## src/rtl/nes_pad_pkg.sv

```systemverilog
// Shared definitions for the NES/SNES pad receiver: FSM state encoding and
// helpers for the first-pressed index width and its "nothing pressed" code.
package nes_pad_pkg;

  typedef enum logic [2:0] {
    ST_IDLE  = 3'd0,
    ST_LATCH = 3'd1,
    ST_LOW   = 3'd2,
    ST_PULSE = 3'd3,
    ST_DONE  = 3'd4
  } state_e;

  // Widest index needed for BITS up to 16 (index 0..16 incl. NONE)
  localparam int MAX_IDXW = 5;

  function automatic int idx_width(input int bits);
    return $clog2(bits + 1);
  endfunction

  function automatic logic [MAX_IDXW-1:0] none_code(input int bits);
    return MAX_IDXW'((1 << idx_width(bits)) - 1);
  endfunction

endpackage

```

## src/rtl/nes_pad_channel.sv

```systemverilog
// One controller channel: serial capture, inversion to active-high, priority
// encode of the lowest pressed button, optional NES_PAD_DEBOUNCE_EN filtering.
module nes_pad_channel
  import nes_pad_pkg::*;
#(
  parameter int  BITS = 8,
  localparam int IDXW = idx_width(BITS)
) (
  input  logic            clk,
  input  logic            rst_n,
  input  logic            i_sample,
  input  logic            i_commit,
  input  logic [IDXW-1:0] i_bit_idx,
  input  logic            i_pad_data,
  output logic [BITS-1:0] o_buttons,
  output logic [IDXW-1:0] o_first_idx,
  output logic            o_accept
);

  localparam logic [IDXW-1:0] NONE = IDXW'(none_code(BITS));

  logic [BITS-1:0] r_raw;
  logic [BITS-1:0] w_raw_next;
  logic [BITS-1:0] r_buttons;
  logic [IDXW-1:0] r_first_idx;
  logic            w_accept;

  function automatic logic [IDXW-1:0] first_pressed(input logic [BITS-1:0] pressed);
    logic [IDXW-1:0] idx;
    idx = NONE;
    for (int i = BITS - 1; i >= 0; i--) begin
      if (pressed[i]) begin
        idx = IDXW'(i);
      end else begin
        idx = idx;
      end
    end
    return idx;
  endfunction

  // Raw frame with the bit currently being sampled already merged in
  always_comb begin
    w_raw_next = r_raw;
    for (int i = 0; i < BITS; i++) begin
      if (i_sample && (i_bit_idx == IDXW'(i))) begin
        w_raw_next[i] = i_pad_data;
      end else begin
        w_raw_next[i] = r_raw[i];
      end
    end
  end

  // Serial capture register, one bit per sample strobe
  always_ff @(posedge clk or negedge rst_n) begin
    if (!rst_n) begin
      r_raw <= {BITS{1'b1}};
    end else if (i_sample) begin
      r_raw <= w_raw_next;
    end else begin
      r_raw <= r_raw;
    end
  end

`ifdef NES_PAD_DEBOUNCE_EN
  logic [BITS-1:0] r_prev;

  // Previous complete raw frame, all-released after reset
  always_ff @(posedge clk or negedge rst_n) begin
    if (!rst_n) begin
      r_prev <= {BITS{1'b1}};
    end else if (i_commit) begin
      r_prev <= w_raw_next;
    end else begin
      r_prev <= r_prev;
    end
  end

  assign w_accept = (w_raw_next == r_prev);
`else
  assign w_accept = 1'b1;
`endif

  // Published button state, held between accepted frames
  always_ff @(posedge clk or negedge rst_n) begin
    if (!rst_n) begin
      r_buttons   <= {BITS{1'b0}};
      r_first_idx <= NONE;
    end else if (i_commit && w_accept) begin
      r_buttons   <= ~w_raw_next;
      r_first_idx <= first_pressed(~w_raw_next);
    end else begin
      r_buttons   <= r_buttons;
      r_first_idx <= r_first_idx;
    end
  end

  assign o_buttons   = r_buttons;
  assign o_first_idx = r_first_idx;
  assign o_accept    = w_accept;

endmodule

```

## src/rtl/nes_pad_receiver.sv

```systemverilog
// Polls CHANNELS NES/SNES controllers over a shared latch/clock pair.
// Optional NES_PAD_DEBOUNCE_EN: outputs update only when consecutive frames agree.
module nes_pad_receiver
  import nes_pad_pkg::*;
#(
  parameter int  BITS     = 8,
  parameter int  CHANNELS = 1,
  parameter int  HALF     = 300,
  localparam int IDXW     = idx_width(BITS)
) (
  input  logic                          clk,
  input  logic                          rst_n,
  input  logic                          start,
  input  logic [CHANNELS-1:0]           pad_data,
  output logic                          pad_latch,
  output logic                          pad_clk,
  output logic                          busy,
  output logic                          valid,
  output logic [CHANNELS-1:0][BITS-1:0] buttons,
  output logic [CHANNELS-1:0][IDXW-1:0] first_idx
);

  localparam int              TW         = $clog2(2 * HALF + 1);
  localparam logic [TW-1:0]   LATCH_LAST = TW'(2 * HALF - 1);
  localparam logic [TW-1:0]   HALF_LAST  = TW'(HALF - 1);
  localparam logic [IDXW-1:0] BIT_LAST   = IDXW'(BITS - 1);

  state_e              r_state;
  logic [TW-1:0]       r_tmr;
  logic [IDXW-1:0]     r_cnt;
  logic                r_pad_latch;
  logic                r_pad_clk;
  logic                r_busy;
  logic                r_valid;
  logic                w_sample;
  logic                w_commit;
  logic [CHANNELS-1:0] w_accept;

  assign w_sample = (r_state == ST_LOW) && (r_tmr == HALF_LAST);
  assign w_commit = w_sample && (r_cnt == BIT_LAST);

  // Frame timing FSM; all pad and status outputs are registered here
  always_ff @(posedge clk or negedge rst_n) begin
    if (!rst_n) begin
      r_state     <= ST_IDLE;
      r_tmr       <= {TW{1'b0}};
      r_cnt       <= {IDXW{1'b0}};
      r_pad_latch <= 1'b0;
      r_pad_clk   <= 1'b0;
      r_busy      <= 1'b0;
      r_valid     <= 1'b0;
    end else begin
      r_valid <= 1'b0;
      case (r_state)
        ST_IDLE: begin
          if (start) begin
            r_state     <= ST_LATCH;
            r_tmr       <= {TW{1'b0}};
            r_pad_latch <= 1'b1;
            r_busy      <= 1'b1;
          end else begin
            r_state <= ST_IDLE;
          end
        end
        ST_LATCH: begin
          if (r_tmr == LATCH_LAST) begin
            r_state     <= ST_LOW;
            r_tmr       <= {TW{1'b0}};
            r_cnt       <= {IDXW{1'b0}};
            r_pad_latch <= 1'b0;
          end else begin
            r_tmr <= r_tmr + 1'b1;
          end
        end
        ST_LOW: begin
          if (r_tmr == HALF_LAST) begin
            r_tmr <= {TW{1'b0}};
            if (r_cnt == BIT_LAST) begin
              // Outputs and valid change together on entry to DONE
              r_state <= ST_DONE;
              r_valid <= |w_accept;
            end else begin
              r_state   <= ST_PULSE;
              r_pad_clk <= 1'b1;
            end
          end else begin
            r_tmr <= r_tmr + 1'b1;
          end
        end
        ST_PULSE: begin
          if (r_tmr == HALF_LAST) begin
            r_state   <= ST_LOW;
            r_tmr     <= {TW{1'b0}};
            r_cnt     <= r_cnt + 1'b1;
            r_pad_clk <= 1'b0;
          end else begin
            r_tmr <= r_tmr + 1'b1;
          end
        end
        ST_DONE: begin
          r_state <= ST_IDLE;
          r_busy  <= 1'b0;
        end
        default: begin
          r_state     <= ST_IDLE;
          r_tmr       <= {TW{1'b0}};
          r_cnt       <= {IDXW{1'b0}};
          r_pad_latch <= 1'b0;
          r_pad_clk   <= 1'b0;
          r_busy      <= 1'b0;
        end
      endcase
    end
  end

  for (genvar g = 0; g < CHANNELS; g++) begin : g_ch
    nes_pad_channel #(
      .BITS(BITS)
    ) u_channel (
      .clk        (clk),
      .rst_n      (rst_n),
      .i_sample   (w_sample),
      .i_commit   (w_commit),
      .i_bit_idx  (r_cnt),
      .i_pad_data (pad_data[g]),
      .o_buttons  (buttons[g]),
      .o_first_idx(first_idx[g]),
      .o_accept   (w_accept[g])
    );
  end

  assign pad_latch = r_pad_latch;
  assign pad_clk   = r_pad_clk;
  assign busy      = r_busy;
  assign valid     = r_valid;

endmodule
```

## config.mk

```make
export PLATFORM = sky130hd
export DESIGN_NAME = nes_pad_receiver
export DESIGN_NICKNAME = d
export VERILOG_FILES = /design/src/rtl/nes_pad_pkg.sv /design/src/rtl/nes_pad_channel.sv /design/src/rtl/nes_pad_receiver.sv
export SDC_FILE = /design/constraint.sdc
export NUM_CORES = 1
export LEC_CHECK = 0
export BUFFER_PORTS_ARGS = -buffer_cell sky130_fd_sc_hd__buf_2
export CAP_MARGIN = 20
export CORE_MARGIN = 8
export CORE_UTILIZATION = 63
export DETAILED_ROUTE_END_ITERATION = 12
export PLACE_DENSITY_LB_ADDON = 0.2
export SYNTH_ARGS = -nofsm -noshare
export SYNTH_HDL_FRONTEND = slang
export SYNTH_SLANG_ARGS = --single-unit
```

## constraint.sdc

```tcl
create_clock -name clk -period 3.9 [get_ports clk]
set_input_delay 0.585 -clock clk [delete_from_list [all_inputs] [get_ports clk]]
set_output_delay 0.585 -clock clk [all_outputs]
set_load 0.02 [all_outputs]
```

==> summary.txt, run 1 <==
Timing
  – Hold WS: 0.338 ns
  – Number of setup violations in the final report: 0
  – Aggregate negative setup slack: 0 ns
  – Final number of max-transition violations: 0
  – Max Clock Skew: 0.00948 ns
  – Final number of hold-violating endpoints: 0
  – Highest clock frequency the design can meet: 353 MHz
  – Slew at the pin closest to its max-slew limit: 0.867 ns
  – Final worst slack: 1.07 ns
  – Setup repair after global routing missed its margin: false
  – Post-route fraction of the period consumed by the critical path: 72.6%
  – Final critical path time including I/O delays and setup: 2.83 ns
  – Slew Limit Headroom: 42.2%

Power and ir drop
  – Cell leakage power: 0.00110 uW
  – Switching part of the total: 18.5%
  – Power after layout: 849 uW
  – Power density relative to cell area: 343 nW/um^2
  – Sequential Power Share: 50.0%
  – Share of total power in combinational logic: 2.7%
  – Peak supply drop: 0.265 mV
  – Clock power frac: 47.3%
  – Internal Pwr Total: 692 uW
  – Switching power total: 157 uW

Finish
  – Total area of multi-input combinational cells: 1150 sq um
  – Number of filler cells placed in the layout: 247
  – Core occupancy in the finished layout: 73.0%
  – Commonest cells after routing, fill and taps aside: sky130_fd_sc_hd__nand2_1, sky130_fd_sc_hd__dfrtp_1, sky130_fd_sc_hd__buf_2
  – Antenna Diode Count: 0
  – Post-layout net count: 255
  – Layout-stage area growth over the synthesis result: 9.95%
  – Register cell area after layout: 1010 sq um
  – Proportion of layout cells with a drive suffix above 1: 25.5%
  – Commonest non-fill, non-tap cell in the layout: sky130_fd_sc_hd__nand2_1

Critical path
  – Critical-path top delay cell: sky130_fd_sc_hd__nand3_1
  – Endpoint required time on the critical path: 4.18 ns
  – Crit path max-delay family: simple AND/OR/NAND/NOR gates
  – Critical-path maximum fanout: 23
  – CP peak stage delay: 0.63 ns
  – Worst reg-to-reg setup slack: 1.07 ns
  – Worst setup path category: reg2reg
  – CP Buf/Inv Count: 0
  – Cell-by-cell trace of the critical path: or4b_4 > nor3_4 > nand3_1 > a2111oi_0 > a211oi_1
  – Critical path capture point type: register
  – Crit path launch type: register
  – Endpoint arrival time on the critical path: 3.11 ns

CTS
  – Number of clock sinks: 40
  – Skew-Pair Late Insertion Delay: 0.35 ns
  – Clock tree from TritonCTS: built
  – Clock edge transition at the registers on the reported setup and hold paths: 0.12 ns
  – Total number of H-tree levels: 2
  – Setup Fix Bufs, Post-CTS: 0
  – Post-CTS sizing: 0
  – Number of clock buffers inserted by TritonCTS: 5
  – Maximum clock path buffer count: 2
  – Cts-stage hold buffer count: 0
  – Root Buffer Master: sky130_fd_sc_hd__clkbuf_4

Logic synthesis
  – Cell taking the most area after synthesis: sky130_fd_sc_hd__dfrtp_1
  – Netlist area before placement: 2250 sq um
  – Post-synthesis async set-or-reset flop share: 100%
  – Synthesized Nets: 240
  – Top-area cell type share of the netlist area: 32.2%
  – Most used flip-flop cell after synthesis: sky130_fd_sc_hd__dfrtp_1
  – Distinct cells, synth: 54
  – Post-synthesis average cell area: 9.74 sq um
  – Proportion of synthesized chip area in sequential cells: 45.1%
  – Top area cells in the synthesized netlist: sky130_fd_sc_hd__dfrtp_1, sky130_fd_sc_hd__dfstp_2, sky130_fd_sc_hd__nand2_1, sky130_fd_sc_hd__mux2_2, sky130_fd_sc_hd__o21ai_0
  – Post-Synthesis Cells: 231
  – Number of synthesis warnings: 0
  – Synthesis-stage register bit count: 40
  – Post-synth EDFFs: 0

Placement
  – RD Place Congestion: 0.854
  – Worst setup timing slack at the placement stage: 1.10 ns
  – Final HPWL DP: 3.08 mm
  – Total of buffers placed on input and output ports: 19

Global route
  – Antenna violations before repair: 0
  – GRT Util Overall: 18.2%
  – Maximum number of pins on one net before global-route repair: 41
  – Vias in the first global route: 1710
  – Wire length of the first global-routing pass: 7.94 mm
  – Leftover overflow at the end of global routing: 0

Floorplanning
  – I/O pin count: 20
  – Effective utilization at floorplan: 66.4%
  – Core box area: 3390 sq um
  – Die Height: 75.8 um
  – Chip width: 75.8 um
  – Std cell rows: 21
  – Area of the die: 5740 sq um

Route
  – Length of routed met3 wiring: 270 um
  – Top sig layer: met4
  – Count of nets left with antenna violations after detail routing: 0
  – Met2 wire length: 2.10 mm
  – DRC marker count from the first detailed-route iteration: 161
  – Vias per cell: 6.15
  – Via total after detailed routing: 1801
  – Residual DRC: 0
  – Metal1 wirelength: 2.18 mm
  – Total Wirelength: 4.61 mm
  – 1st-pass router iterations: 4
  – Detail-routed net length per standard cell: 15.7 um

Min path
  – Worst min-delay path category: in2async

Outcome
  – Result of the run: finished, final reports clean

Flow run
  – Max-cap violations: 0
cells by family (layout without fill, tap and decap cells):
logic type | Yosys count | in the layout | synth area share [%]
flops | 40 | 40 | 45.1
fa+ha+maj | 5 | 5 | 2.78
buf+inv | 17 | 33 | 3.67
mux | 9 | 9 | 4.45
simple gates | 92 | 92 | 23.4
xor+xnor | 3 | 3 | 1.17
compound gates | 65 | 65 | 19.5
stage by stage:
step	instance area [sq um]	std cells
final	2470	293
after global routing	2470	293
after CTS	2470	293
after detailed placement	2350	285
after global placement	2350	285
after floorplan	2250	231
sequential cells by signal, summed over array words and instances (netlist names):
register                    flops
pad_clk                         1
r_state                         3
busy                            1
r_cnt                           4
g_ch.u_channel.r_raw            7
g_ch.u_channel.o_first_idx      4
r_tmr                          10
g_ch.u_channel.o_buttons        8
pad_latch                       1
valid                           1
worst register-to-register path: stages (launching register included):
cell	delay (ns)
sky130_fd_sc_hd__dfrtp_1	0.44
sky130_fd_sc_hd__or4b_4	0.62
sky130_fd_sc_hd__nor3_4	0.40
sky130_fd_sc_hd__nand3_1	0.63
sky130_fd_sc_hd__a2111oi_0	0.55
sky130_fd_sc_hd__a211oi_1	0.14
synthesized netlist by cell type, types with 4 or more instances:
library cell and instances:
sky130_fd_sc_hd__dfstp_2 11, sky130_fd_sc_hd__clkbuf_1 9, sky130_fd_sc_hd__ha_1 5, sky130_fd_sc_hd__nand2b_1 4
sky130_fd_sc_hd__inv_1 5, sky130_fd_sc_hd__nand2_1 38, sky130_fd_sc_hd__a21oi_1 13, sky130_fd_sc_hd__mux2_2 8
sky130_fd_sc_hd__nand3_1 7, sky130_fd_sc_hd__nor2_1 12, sky130_fd_sc_hd__dfrtp_1 29, sky130_fd_sc_hd__o21ai_0 17
sky130_fd_sc_hd__a31oi_1 8
final timing paths:
kind	startpoint	endpoint	depth (start not counted)
setup / recovery	r_tmr[7]$_DFFE_PN0P_	g_ch[0].u_channel.o_first_idx[0]$_DFFE_PN1N_	5
hold / removal	rst_n	r_state[2]$_DFFE_PN0P_	1
setup reg to reg	r_tmr[7]$_DFFE_PN0P_	g_ch[0].u_channel.o_first_idx[0]$_DFFE_PN1N_	5
hold reg to reg	g_ch[0].u_channel.o_first_idx[1]$_DFFE_PN1N_	g_ch[0].u_channel.o_first_idx[1]$_DFFE_PN1N_	2
max in group asynchronous	rst_n	r_tmr[9]$_DFFE_PN0P_	1
min in group clk	g_ch[0].u_channel.o_first_idx[1]$_DFFE_PN1N_	g_ch[0].u_channel.o_first_idx[1]$_DFFE_PN1N_	2
area by class of cell:
cell class,count,area share (%)
inverters,5,0.758
flip-flops and latches,40,41.0
clock buffers,5,1.52
well taps,46,2.33
multi-input cells,174,46.6
clock inverters,3,3.64
repair buffers,20,4.15
routing by layer:
layer | GRT usage (%) | up-vias
met5 | 0 | -
met4 | 7.68 | 0
met3 | 3.42 | 7
met2 | 27.9 | 61
met1 | 24.3 | 857
li1 | - | 876
power by group through the flow:
stage	registers (uW)	clock network, uW	logic, uW
finish	424	402	22.9
floorplan	431	0	10.5
global placement	432	0	22.9
global route	425	424	26.5
CTS	424	409	23.4
detailed placement	432	0	23.1
(Power assumes the default switching activity.)
==> run 2: changes to the inputs <==
--- a/config.mk
+++ b/config.mk
@@ -8,7 +8,7 @@
 export BUFFER_PORTS_ARGS = -buffer_cell sky130_fd_sc_hd__buf_2
 export CAP_MARGIN = 20
 export CORE_MARGIN = 8
-export CORE_UTILIZATION = 63
+export CORE_UTILIZATION = 53
 export DETAILED_ROUTE_END_ITERATION = 12
 export PLACE_DENSITY_LB_ADDON = 0.2
 export SYNTH_ARGS = -nofsm -noshare
==> constraint.sdc (replaced) <==
create_clock -name clk -period 2.45 [get_ports clk]
set_input_delay 0.3675 -clock clk [delete_from_list [all_inputs] [get_ports clk]]
set_output_delay 0.3675 -clock clk [all_outputs]
set_load 0.02 [all_outputs]
==> run 2 against run 1 <==
  * Clock skew decreased by 0.0025 ns
  * Critical path depth increased by 1
  * Final cell count increased by 6.8%
  * Non-clock buffer count increased by 16
==> summary.txt, run 2 (same netlist as run 1, synthesis figures left out) <==
Outcome
  – Result of the run: finished, final reports clean

Global route
  – Vias in the first global route: 1701
  – GR peak layer: met2
  – Maximum number of pins on one net before global-route repair: 41
  – Met2 Usage GRT: 22.7%
  – Met1 usage in global routing: 21.7%
  – Antenna violations before repair: 0
  – Leftover overflow at the end of global routing: 0
  – Wire length of the first global-routing pass: 8.14 mm
  – Fraction of met3 tracks used by global routing: 2.87%
  – GRT Util Overall: 15.6%

Finish
  – Layout-stage area growth over the synthesis result: 13.7%
  – Antenna Diode Count: 0
  – Proportion of layout cells with a drive suffix above 1: 30.0%
  – Post-layout net count: 271
  – Largest reg by FF count: r_tmr
  – Commonest non-fill, non-tap cell in the layout: sky130_fd_sc_hd__nand2_1
  – Max FFs per register: 10
  – Commonest cells after routing, fill and taps aside: sky130_fd_sc_hd__nand2_1, sky130_fd_sc_hd__dfrtp_1, sky130_fd_sc_hd__buf_2

Critical path
  – Origin of the critical flop-to-flop path: r_tmr[7]$_DFFE_PN0P_
  – Endpoint required time on the critical path: 2.66 ns
  – Worst setup path category: reg2reg
  – Worst reg2reg path depth: 6
  – Critical-path maximum fanout: 7
  – Endpoint arrival time on the critical path: 2.59 ns
  – Worst reg-to-reg setup slack: 0.07 ns
  – Critical path capture point type: register
  – Endpoint of the most critical register-to-register path: g_ch[0].u_channel.o_first_idx[0]$_DFFE_PN1N_
  – Crit path launch type: register

CTS
  – Number of clock buffers inserted by TritonCTS: 5
  – Root Buffer Master: sky130_fd_sc_hd__clkbuf_8
  – Clock tree from TritonCTS: built
  – Cts-stage hold buffer count: 0
  – Number of clock sinks: 40
  – Skew-Pair Late Insertion Delay: 0.29 ns
  – Maximum clock path buffer count: 2
  – Clock edge transition at the registers on the reported setup and hold paths: 0.08 ns
  – Total number of H-tree levels: 2

Power and ir drop
  – Cell leakage power: 0.00116 uW
  – Switching part of the total: 23.6%
  – Clock power frac: 38.5%
  – Sequential Power Share: 58.4%
  – Peak supply drop: 0.262 mV
  – Power density relative to cell area: 452 nW/um^2
  – Internal Pwr Total: 883 uW
  – Share of total power in combinational logic: 3.1%
  – Switching power total: 274 uW

Placement
  – Final HPWL DP: 3.49 mm
  – RD Place Congestion: 0.869
  – Total of buffers placed on input and output ports: 19

Timing
  – Final critical path time including I/O delays and setup: 2.38 ns
  – Slew Limit Headroom: 42.1%
  – Post-route fraction of the period consumed by the critical path: 97.2%
  – Number of setup violations in the final report: 0
  – Highest clock frequency the design can meet: 420 MHz
  – Slew at the pin closest to its max-slew limit: 0.869 ns
  – Max Clock Skew: 0.00700 ns
  – Hold WS: 0.180 ns
  – Final number of max-transition violations: 0
  – Final number of hold-violating endpoints: 0
  – Aggregate negative setup slack: 0 ns

Floorplanning
  – Std cell rows: 23
  – I/O pin count: 20
  – Core box area: 4060 sq um
  – Chip width: 81.2 um
  – Die Height: 81.2 um
  – Effective utilization at floorplan: 55.5%
  – Area of the die: 6590 sq um

Route
  – Detail-routed net length per standard cell: 15.5 um
  – 1st-pass router iterations: 4
  – Count of nets left with antenna violations after detail routing: 0
  – Total Wirelength: 4.85 mm
  – Via total after detailed routing: 1859
  – Vias per cell: 5.94
  – Residual DRC: 0
  – DRC marker count from the first detailed-route iteration: 147

Flow run
  – Max-cap violations: 0

Min path
  – Worst min-delay path category: in2async
run 2: metrics by stage:
stage / util (%) / setup slack, ns / instances / instance area (sq um) / total power, uW
finish: 63.1 / 0.0692 / 313 / 2560 / 1160
global route: 63.1 / -0.00675 / 313 / 2560 / 1200
CTS: 62.5 / 0.0253 / 310 / 2540 / 1170
detailed placement: 60.3 / 0.0474 / 302 / 2450 / 725
global placement: 60.2 / 0.0704 / 301 / 2440 / 724
floorplan: - / 0.233 / 231 / 2250 / 702
run 2: power groups by stage:
stage | Combinational (uW) | Clock (uW) | Sequential, uW
2_1_floorplan | 16.7 | 0 | 686
3_3_place_gp | 36.6 | 0 | 687
3_5_place_dp | 36.9 | 0 | 688
4_1_cts | 37.0 | 457 | 675
5_1_grt | 41.1 | 487 | 676
6_report | 35.9 | 445 | 676
run 2: final cells by class:
class,count,area [sq um]
sequential,40,1010
clock buffer,5,68.8
tap,50,62.6
timing repair buffer,36,220
multi-input combinational,174,1150
clock inverter,3,21.3
inverter,5,18.8
fill,339,1500
run 2: critical path, cell delays in order (launching register included):
cell and delay (ns):
sky130_fd_sc_hd__dfrtp_1 0.43, sky130_fd_sc_hd__or4b_4 0.62, sky130_fd_sc_hd__nor3_4 0.31, sky130_fd_sc_hd__buf_4 0.19
sky130_fd_sc_hd__a41oi_2 0.11, sky130_fd_sc_hd__a2111o_1 0.41, sky130_fd_sc_hd__a211oi_1 0.21
run 2: worst max path at each step:
| stage | start | end | depth (start not counted) |
|---|---|---|---|
| 4_1_cts | r_tmr[7]$_DFFE_PN0P_ | g_ch[0].u_channel.o_first_idx[0]$_DFFE_PN1N_ | 6 |
| 3_3_place_gp | r_tmr[7]$_DFFE_PN0P_ | g_ch[0].u_channel.o_first_idx[0]$_DFFE_PN1N_ | 6 |
| 3_5_place_dp | r_tmr[7]$_DFFE_PN0P_ | g_ch[0].u_channel.o_first_idx[0]$_DFFE_PN1N_ | 6 |
| 6_report | r_tmr[7]$_DFFE_PN0P_ | g_ch[0].u_channel.o_first_idx[0]$_DFFE_PN1N_ | 6 |
| 5_1_grt | r_tmr[6]$_DFFE_PN0P_ | g_ch[0].u_channel.o_first_idx[0]$_DFFE_PN1N_ | 6 |
| 2_1_floorplan | r_tmr[7]$_DFFE_PN0P_ | g_ch[0].u_channel.o_first_idx[0]$_DFFE_PN1N_ | 6 |
run 2: what timing repair did:
item                       CTS  global route
resized for setup            0             0
setup buffers                0             3
setup endpoints to repair    0             7
run 2: layer usage:
layer	vias to the layer above	part of all wire (%)
li1	908	-
met1	892	49
met2	51	45
met3	8	4.4
met4	0	1.9
met5	-	0
